## src/rtl/wb_ram128_ctrl.sv

```systemverilog
// rtl/wb_ram128_ctrl.sv - Wishbone-classic slave issuing single accesses to one RAM128 macro port
// Optional out-of-range error response enabled by defining RAMCTRL_OOR_ERR_EN.
module wb_ram128_ctrl #(
    parameter int          MEM_DEPTH = 128,
    parameter int          ADDR_W    = 7,
    parameter int          RD_LAT    = 1,
    parameter logic [31:0] BASE_ADDR = 32'h3000_0000
) (
    input  logic              CLK,
    input  logic              RST_N,
    input  logic              wb_cyc_i,
    input  logic              wb_stb_i,
    input  logic              wb_we_i,
    input  logic [3:0]        wb_sel_i,
    input  logic [31:0]       wb_adr_i,
    input  logic [31:0]       wb_dat_i,
    output logic [31:0]       wb_dat_o,
    output logic              wb_ack_o,
    output logic              wb_err_o,
    output logic              ram_en,
    output logic [3:0]        ram_we,
    output logic [ADDR_W-1:0] ram_a,
    output logic [31:0]       ram_di,
    input  logic [31:0]       ram_do
);

    typedef enum logic [1:0] {S_IDLE, S_ISSUE, S_WAIT, S_ACK} state_t;

    localparam logic [1:0] LAT_LAST = 2'(RD_LAT - 1);

    state_t            state;
    logic              we_q;
    logic              oor_q;
    logic [1:0]        lat_cnt;
    logic              req;
    logic              req_oor;
    logic [ADDR_W-1:0] req_idx;
    logic              unused_adr;

    assign req     = wb_cyc_i & wb_stb_i;
    assign req_idx = wb_adr_i[ADDR_W+1:2];

`ifdef RAMCTRL_OOR_ERR_EN
    assign req_oor    = (wb_adr_i[31:ADDR_W+2] != BASE_ADDR[31:ADDR_W+2]);
    assign unused_adr = ^wb_adr_i[1:0];
`else
    // Upper address bits are ignored, so the window aliases across the bus.
    assign req_oor    = 1'b0;
    assign unused_adr = ^{wb_adr_i[31:ADDR_W+2], wb_adr_i[1:0]};
`endif

    always_ff @(posedge CLK or negedge RST_N) begin
        if (!RST_N) begin
            state    <= S_IDLE;
            we_q     <= 1'b0;
            oor_q    <= 1'b0;
            lat_cnt  <= 2'd0;
            wb_dat_o <= 32'd0;
            wb_ack_o <= 1'b0;
            wb_err_o <= 1'b0;
            ram_en   <= 1'b0;
            ram_we   <= 4'd0;
            ram_a    <= '0;
            ram_di   <= 32'd0;
        end else begin
            ram_en   <= 1'b0;
            ram_we   <= 4'd0;
            wb_ack_o <= 1'b0;
            wb_err_o <= 1'b0;
            case (state)
                S_IDLE: begin
                    if (req) begin
                        we_q  <= wb_we_i;
                        oor_q <= req_oor;
                        state <= S_ISSUE;
                        if (!req_oor) begin
                            ram_a <= req_idx;
                            if (wb_we_i) begin
                                ram_di <= wb_dat_i;
                                ram_we <= wb_sel_i;
                                ram_en <= |wb_sel_i;
                            end else begin
                                ram_en <= 1'b1;
                            end
                        end
                    end
                end
                S_ISSUE: begin
                    // The RAM pulse has already gone out; an abort only drops the response.
                    if (!wb_cyc_i) begin
                        state <= S_IDLE;
                    end else if (oor_q) begin
                        wb_err_o <= 1'b1;
                        state    <= S_ACK;
                    end else if (we_q) begin
                        wb_ack_o <= 1'b1;
                        state    <= S_ACK;
                    end else begin
                        lat_cnt <= 2'd0;
                        state   <= S_WAIT;
                    end
                end
                S_WAIT: begin
                    if (!wb_cyc_i) begin
                        lat_cnt <= 2'd0;
                        state   <= S_IDLE;
                    end else if (lat_cnt == LAT_LAST) begin
                        wb_dat_o <= ram_do;
                        wb_ack_o <= 1'b1;
                        lat_cnt  <= 2'd0;
                        state    <= S_ACK;
                    end else begin
                        lat_cnt <= lat_cnt + 2'd1;
                    end
                end
                S_ACK: begin
                    state <= S_IDLE;
                end
                default: begin
                    state <= S_IDLE;
                end
            endcase
        end
    end

endmodule

```

## config.mk

```make
export PLATFORM = sky130hd
export DESIGN_NAME = wb_ram128_ctrl
export DESIGN_NICKNAME = d
export VERILOG_FILES = /design/src/rtl/wb_ram128_ctrl.sv
export SDC_FILE = /design/constraint.sdc
export NUM_CORES = 1
export LEC_CHECK = 0
export BUFFER_PORTS_ARGS = -buffer_cell sky130_fd_sc_hd__buf_2
export CAP_MARGIN = 20
export CORE_ASPECT_RATIO = 1.1
export CORE_MARGIN = 4
export CORE_UTILIZATION = 25
export DETAILED_ROUTE_END_ITERATION = 10
export PLACE_DENSITY_LB_ADDON = 0.12
export SLEW_MARGIN = 15
export SYNTH_ARGS = -nofsm -noshare
export SYNTH_HDL_FRONTEND = slang
export SYNTH_SLANG_ARGS = --single-unit
```

## constraint.sdc

```tcl
create_clock -name CLK -period 1.5 [get_ports CLK]
set_input_delay 0.075 -clock CLK [delete_from_list [all_inputs] [get_ports CLK]]
set_output_delay 0.075 -clock CLK [all_outputs]
set_load 0.05 [all_outputs]
```

==> reports/metrics.cfg, run 1 <==
[cells_and_area]
final_core_util=0.4401
mostFrequentLayoutCell=buf_2
final_nets=571
num_antenna_cells=0
final_cell_mix=buf_2 (155), dfrtp_1 (82), dlygate4sd3_1 (77)
drive_gt1_frac=0.5754
syn2layout_area_growth_pct=69.78

[power_and_ir_drop]
power.density_nw_per_um2=2270
switching_share=0.4730
p_comb_frac=0.551
ir_drop_mv=1.048
p_seq_frac=0.291
power.switching_uw=6077
power.internal_uw=6770
power.leakage_uw=0.002988
power_uw=12850
p_clk_frac=0.157

[clocking]
clk_pin_slew_worst_paths_ns=0.06
cts_root_buf=clkbuf_16
cts_made_buffers=9
cts.sinks=82
h-tree-depth=3
cts_tree=built
clockBufferDepth=2
insertion_delay_ns=0.34

[floorplanning]
start_util=0.2592
die_area_um2=15250
die_x_um=118.1
die_h_um=129.1
design.core.area_um2=12860
ios=183
rows=43

[logic_synthesis]
ys_seq_elements=82
synth.net_count=320
seq_area_frac_synth=0.6156
syn_area_per_cell_um2=15.95
ys_warn_count=0
syn_inst=209
synth.distinct_cells=24
syn-cell-area_um2=3333

[global_route]
grt_pass1_wl_mm=13.67
grt_start_max_net_pins=83
track_usage=0.1128
grt_pass1_vias=2707
antenna_found_initial=0
grt_overflow=0

[placement]
post-dp-hpwl_mm=5.659
place_worst_setup_slack_ns=0.004501
io_buffers=156
gp_congestion=0.6864

[route]
drc=0
drt_iter0_drc=84
drtPass1Iterations=4
wl_per_cell_um=13.92
viasPerCell=4.092
antenna_left=0
routed_wl_mm=8.647
num_vias=2541

[status]
status=finished, final reports clean

[setup_path]
cp.arrival_ns=1.70
crit_path_end_kind=flop
crit_path_max_fanout=11
cp-start-kind=flop
cp.required_ns=1.71
criticalPathCategory=reg2reg

[timing]
hold_slack_ns=0.05729
fmax_ghz=0.6718
finClkSkew_ns=0.008761
hold_violations=0
period_needed_ns=1.489
fin_crit_sh=0.9924
setup_violations=0
fin_ws_ns=0.01140
rsz0062_at_grt=yes
slew_violations=0

[min_path]
hold_path_class=in2reg

[job]
max-cap-violations=0

==> flip-flops by register name, indices dropped and copies added (netlist names) <==
register,count
ram_we,4
ram_en,1
ram_a,7
wb_dat_o,32
wb_ack_o,1
lat_cnt,2
ram_di,32
we_q,1
state,2
==> through the flow <==
stage	setup TNS, ns	std cells	cell area, um^2
finish	0	621	5659
global route	-1.815	621	5659
CTS	-0.001964	617	5562
detailed placement	0	525	4521
global placement	0	525	4521
floorplan	-0.3451	209	3485
==> area by class of cell <==
type / instances / area (um^2)
Tap cell: 157 / 196.4
Sequential cell: 82 / 2052
Fill cell: 1186 / 7199
Clock buffer: 10 / 239.0
Timing Repair Buffer: 249 / 1788
Inverter: 10 / 37.54
Multi-Input combinational cell: 108 / 1315
Clock inverter: 5 / 31.28
==> worst max-delay path: stages, from the launching register on <==
cell     delay [ns]
dfrtp_1        0.38
inv_2          0.12
ha_4           0.14
and2_4         0.17
nand2_8        0.09
buf_12         0.17
mux2_4         0.30
==> routing by layer <==
| layer | share of wire | global-route usage | up-vias |
|---|---|---|---|
| li1 | - | - | 1223 |
| met3 | 0.065 | 0.03274 | 12 |
| met4 | 0.025 | 0.06345 | 0 |
| met5 | 0 | 0 | - |
| met1 | 0.47 | 0.1463 | 1198 |
| met2 | 0.44 | 0.1699 | 108 |
==> cells in the mapped netlist, drive strengths merged <==
cell     number  area, um^2
a22o          1       8.760
buf           9       90.08
a221oi        1       8.760
nand3         1       5.000
nor4          1       6.260
o21ai         2       10.01
a21o          2       15.01
nand2         6       25.03
conb          1       3.750
dfrtp        82        2052
a2111oi       1       8.760
mux2         71       893.4
and2          1       8.760
ha            6       75.07
mux2i         1       10.01
nor2          7       26.28
inv          10       37.54
a21oi         3       15.01
nand4         3       33.78
==> cell families (layout without fill, tap and decap cells) <==
| kind of cell | count (synthesis) | count (layout) | share of synthesized area |
|---|---|---|---|
| AOI/OAI and AO/OA | 10 | 10 | 0.01989 |
| adders and majority gates | 6 | 6 | 0.02252 |
| other | 1 | 1 | 0.001125 |
| DFF | 82 | 82 | 0.6156 |
| muxes | 72 | 72 | 0.2710 |
| buffers and inverters | 19 | 274 | 0.03829 |
| and+or+nand+nor | 19 | 19 | 0.03153 |
==> worst paths after layout <==
path / startpoint / end / slack, ns / cells after the start
max in group asynchronous: RST_N / wb_dat_o[28] / 0.80 / 3
setup reg to reg: state[0] / wb_dat_o[6] / 0.01 / 6
hold / removal: wb_cyc_i / wb_ack_o / 0.06 / 3
setup / recovery: state[0] / wb_dat_o[6] / 0.01 / 6
min in group asynchronous: RST_N / wb_dat_o[8] / 0.29 / 3
hold reg to reg: wb_dat_o[31] / wb_dat_o[31] / 0.50 / 1
==> repair_timing <==
| action | in CTS | in global routing |
|---|---|---|
| hold endpoints to repair | 158 | 0 |
| endpoints found under the setup margin | 1 | 42 |
| gates cloned | 0 | 3 |
| gates resized for setup | 0 | 6 |
| buffers inserted | 0 | 1 |
| hold buffers | 77 | 0 |
==> power by group through the flow <==
stage | clock, uW | sequential [uW] | combinational, uW
global placement | 0 | 3740 | 6880
global route | 2240 | 3870 | 7400
detailed placement | 0 | 3750 | 6880
finish | 2020 | 3740 | 7080
floorplan | 0 | 7270 | 1780
CTS | 2120 | 3740 | 7050
Power figures use the tool's default switching activity.
==> run 2: changes to the inputs <==
--- a/config.mk
+++ b/config.mk
@@ -5,12 +5,15 @@
 export SDC_FILE = /design/constraint.sdc
 export NUM_CORES = 1
 export LEC_CHECK = 0
+export ABC_CLOCK_PERIOD_IN_PS = 1500
 export BUFFER_PORTS_ARGS = -buffer_cell sky130_fd_sc_hd__buf_2
 export CAP_MARGIN = 20
 export CORE_ASPECT_RATIO = 1.1
 export CORE_MARGIN = 4
 export CORE_UTILIZATION = 25
+export CTS_BUF_LIST = sky130_fd_sc_hd__clkbuf_16
 export DETAILED_ROUTE_END_ITERATION = 10
+export MAX_ROUTING_LAYER = met4
 export PLACE_DENSITY_LB_ADDON = 0.12
 export SLEW_MARGIN = 15
 export SYNTH_ARGS = -nofsm -noshare
==> run 2 against run 1 <==
Effect of this change:
- critical path depth unchanged
- fmax about the same
- clock-buffer cell count down 1
- sequential power about the same
- combinational power about the same
- via count about the same
- cell count unchanged
==> reports/metrics.cfg, run 2 (synthesis results as in run 1) <==
[cells_and_area]
final_cell_mix=buf_2 (155), dfrtp_1 (82), dlygate4sd3_1 (77)  ; unchanged
final_nets=571  ; unchanged
fin_cells=621  ; unchanged
top_regs=ram_di x32, wb_dat_o x32, ram_a x7  ; unchanged
multi_input_area_um2=1315  ; unchanged
mostFrequentLayoutCell=buf_2  ; unchanged
n_fill_cell=1190  ; was 1,186
syn2layout_area_growth_pct=69.48  ; was 69.78%
final_core_util=0.4393  ; was 0.4401
drive_gt1_frac=0.5733  ; was 0.5754
num_antenna_cells=0  ; unchanged
finish.instance_area_um2=5649  ; was 5659 um^2
ff_latch_area_um2=2052  ; unchanged

[global_route]
track_usage=0.1170  ; was 0.1128
antenna_found_initial=0  ; unchanged
grt_start_max_net_pins=83  ; unchanged
grt_overflow=0  ; unchanged
grt_pass1_wl_mm=13.70  ; was 13.67 mm
grt_pass1_vias=2705  ; was 2,707

[setup_path]
critical-path-top-delay-family=flip-flops  ; unchanged
crit_chain=inv_2 -> ha_4 -> and2_4 -> nand2_8 -> buf_12 -> mux2_4  ; unchanged
crit_buf_inv=2  ; unchanged
cp.arrival_ns=1.70  ; about the same
crit_path_end_kind=flop  ; unchanged
slowest_delay_ns=0.38  ; about the same
cp-start-kind=flop  ; unchanged
critPathSlowestCell=dfrtp_1  ; unchanged
crit_path_max_fanout=11  ; unchanged
worst-r2r-cell-count=6  ; unchanged
criticalPathCategory=reg2reg  ; unchanged
crit_cells=6  ; unchanged
cp.required_ns=1.72  ; was 1.71 ns

[route]
wl_per_cell_um=14.03  ; was 13.92 um
drt_iter0_drc=74  ; was 84
antenna_left=0  ; unchanged
drc=0  ; unchanged
drtPass1Iterations=4  ; unchanged
routed_wl_mm=8.715  ; was 8.647 mm
num_vias=2542  ; was 2,541
viasPerCell=4.093  ; was 4.092

[power_and_ir_drop]
power.leakage_uw=0.002983  ; was 0.002988 uW
power.density_nw_per_um2=2267  ; was 2270 nW/um^2
ir_drop_mv=1.222  ; was 1.048 mV

[floorplanning]
rows=43  ; unchanged
start_util=0.2592  ; unchanged
design.core.area_um2=12860  ; unchanged
die_area_um2=15250  ; unchanged
ios=183  ; unchanged
die_x_um=118.1  ; unchanged
die_h_um=129.1  ; unchanged

[job]
max-cap-violations=0  ; unchanged

[clocking]
cts_tree=built  ; unchanged
cts_root_buf=clkbuf_16  ; unchanged
h-tree-depth=3  ; unchanged
cts_made_buffers=9  ; unchanged
insertion_delay_ns=0.34  ; about the same
clockBufferDepth=2  ; unchanged
cts.sinks=82  ; unchanged
clk_pin_slew_worst_paths_ns=0.06  ; about the same

[placement]
gp_congestion=0.6935  ; was 0.6864
dpl_cell_area_um2=4521  ; unchanged
post-dp-hpwl_mm=5.659  ; unchanged
io_buffers=156  ; unchanged
placed_cells=525  ; unchanged

[timing]
hold_violations=0  ; unchanged
fin_crit_sh=0.9919  ; was 0.9924
fmax_ghz=0.6721  ; was 0.6718 GHz
finClkSkew_ns=0.006630  ; was 0.008761 ns
slew_violations=0  ; unchanged
period_needed_ns=1.488  ; was 1.489 ns
rsz0062_at_grt=yes  ; unchanged
setup_violations=0  ; unchanged

[min_path]
hold_depth=3  ; unchanged
hold_path_class=in2reg  ; unchanged

[status]
status=finished, final reports clean  ; unchanged

## run 2: cell type report
cell class | instances | share of cell area
clock buffers | 9 | 0.03987
multi-input cells | 108 | 0.2328
flip-flops and latches | 82 | 0.3632
inverters | 10 | 0.006645
clock inverters | 6 | 0.006202
well taps | 157 | 0.03477
repair buffers | 249 | 0.3165
## run 2: worst paths after layout
| kind | endpoint | startpoint | slack, ns |
|---|---|---|---|
| worst max-delay path | wb_dat_o[6] | state[0] | 0.01 |
| worst min-delay path | wb_ack_o | wb_cyc_i | 0.06 |
| worst max register to register | wb_dat_o[6] | state[0] | 0.01 |
| worst min register to register | wb_dat_o[31] | wb_dat_o[31] | 0.50 |
| max in group asynchronous | we_q | RST_N | 0.81 |
| min in group asynchronous | wb_dat_o[8] | RST_N | 0.29 |
## run 2: tightest hold or removal path: cells and delay by family
family / cells / cell delay, ns
AND/OR/NAND/NOR: 2 / 0.11
buffers and inverters: 1 / 0.17
## run 2: what timing repair did
action                                  CTS  global route
hold endpoints to repair                158             0
hold buffers                             77             0
buffers inserted                          0             1
cloned                                    0             3
resized for setup                         0             6
endpoints found under the setup margin    1            42
## run 2: metal layers
| metal | GRT usage | vias to the layer above | share of wire |
|---|---|---|---|
| met5 | - | - | 0 |
| met4 | 0.04897 | 0 | 0.017 |
| met3 | 0.03623 | 10 | 0.060 |
| met2 | 0.1719 | 108 | 0.45 |
| met1 | 0.1502 | 1201 | 0.47 |
| li1 | - | 1223 | - |
## run 2: stage by stage
stage          setup TNS (ns)  total power (uW)  hold slack (ns)  setup WS [ns]
6_report                    0             12800          0.05563        0.01215
4_1_cts             -0.001957             12870          0.03886      -0.001957
2_1_floorplan         -0.3451              9049          -0.2206       -0.01514
5_1_grt                -1.820             13470          0.07168       -0.05202
3_3_place_gp                0             10620           0.1493        0.01249
3_5_place_dp                0             10640           0.1482       0.004501
## run 2: power breakdown
group	leakage, uW	internal (uW)	total [uW]	switching, uW
Clock	0.000128	1100	1970	871
Sequential	0.00100	3230	3750	515
Combinational	0.00185	2390	7090	4700
Total	0.00298	6720	12800	6090
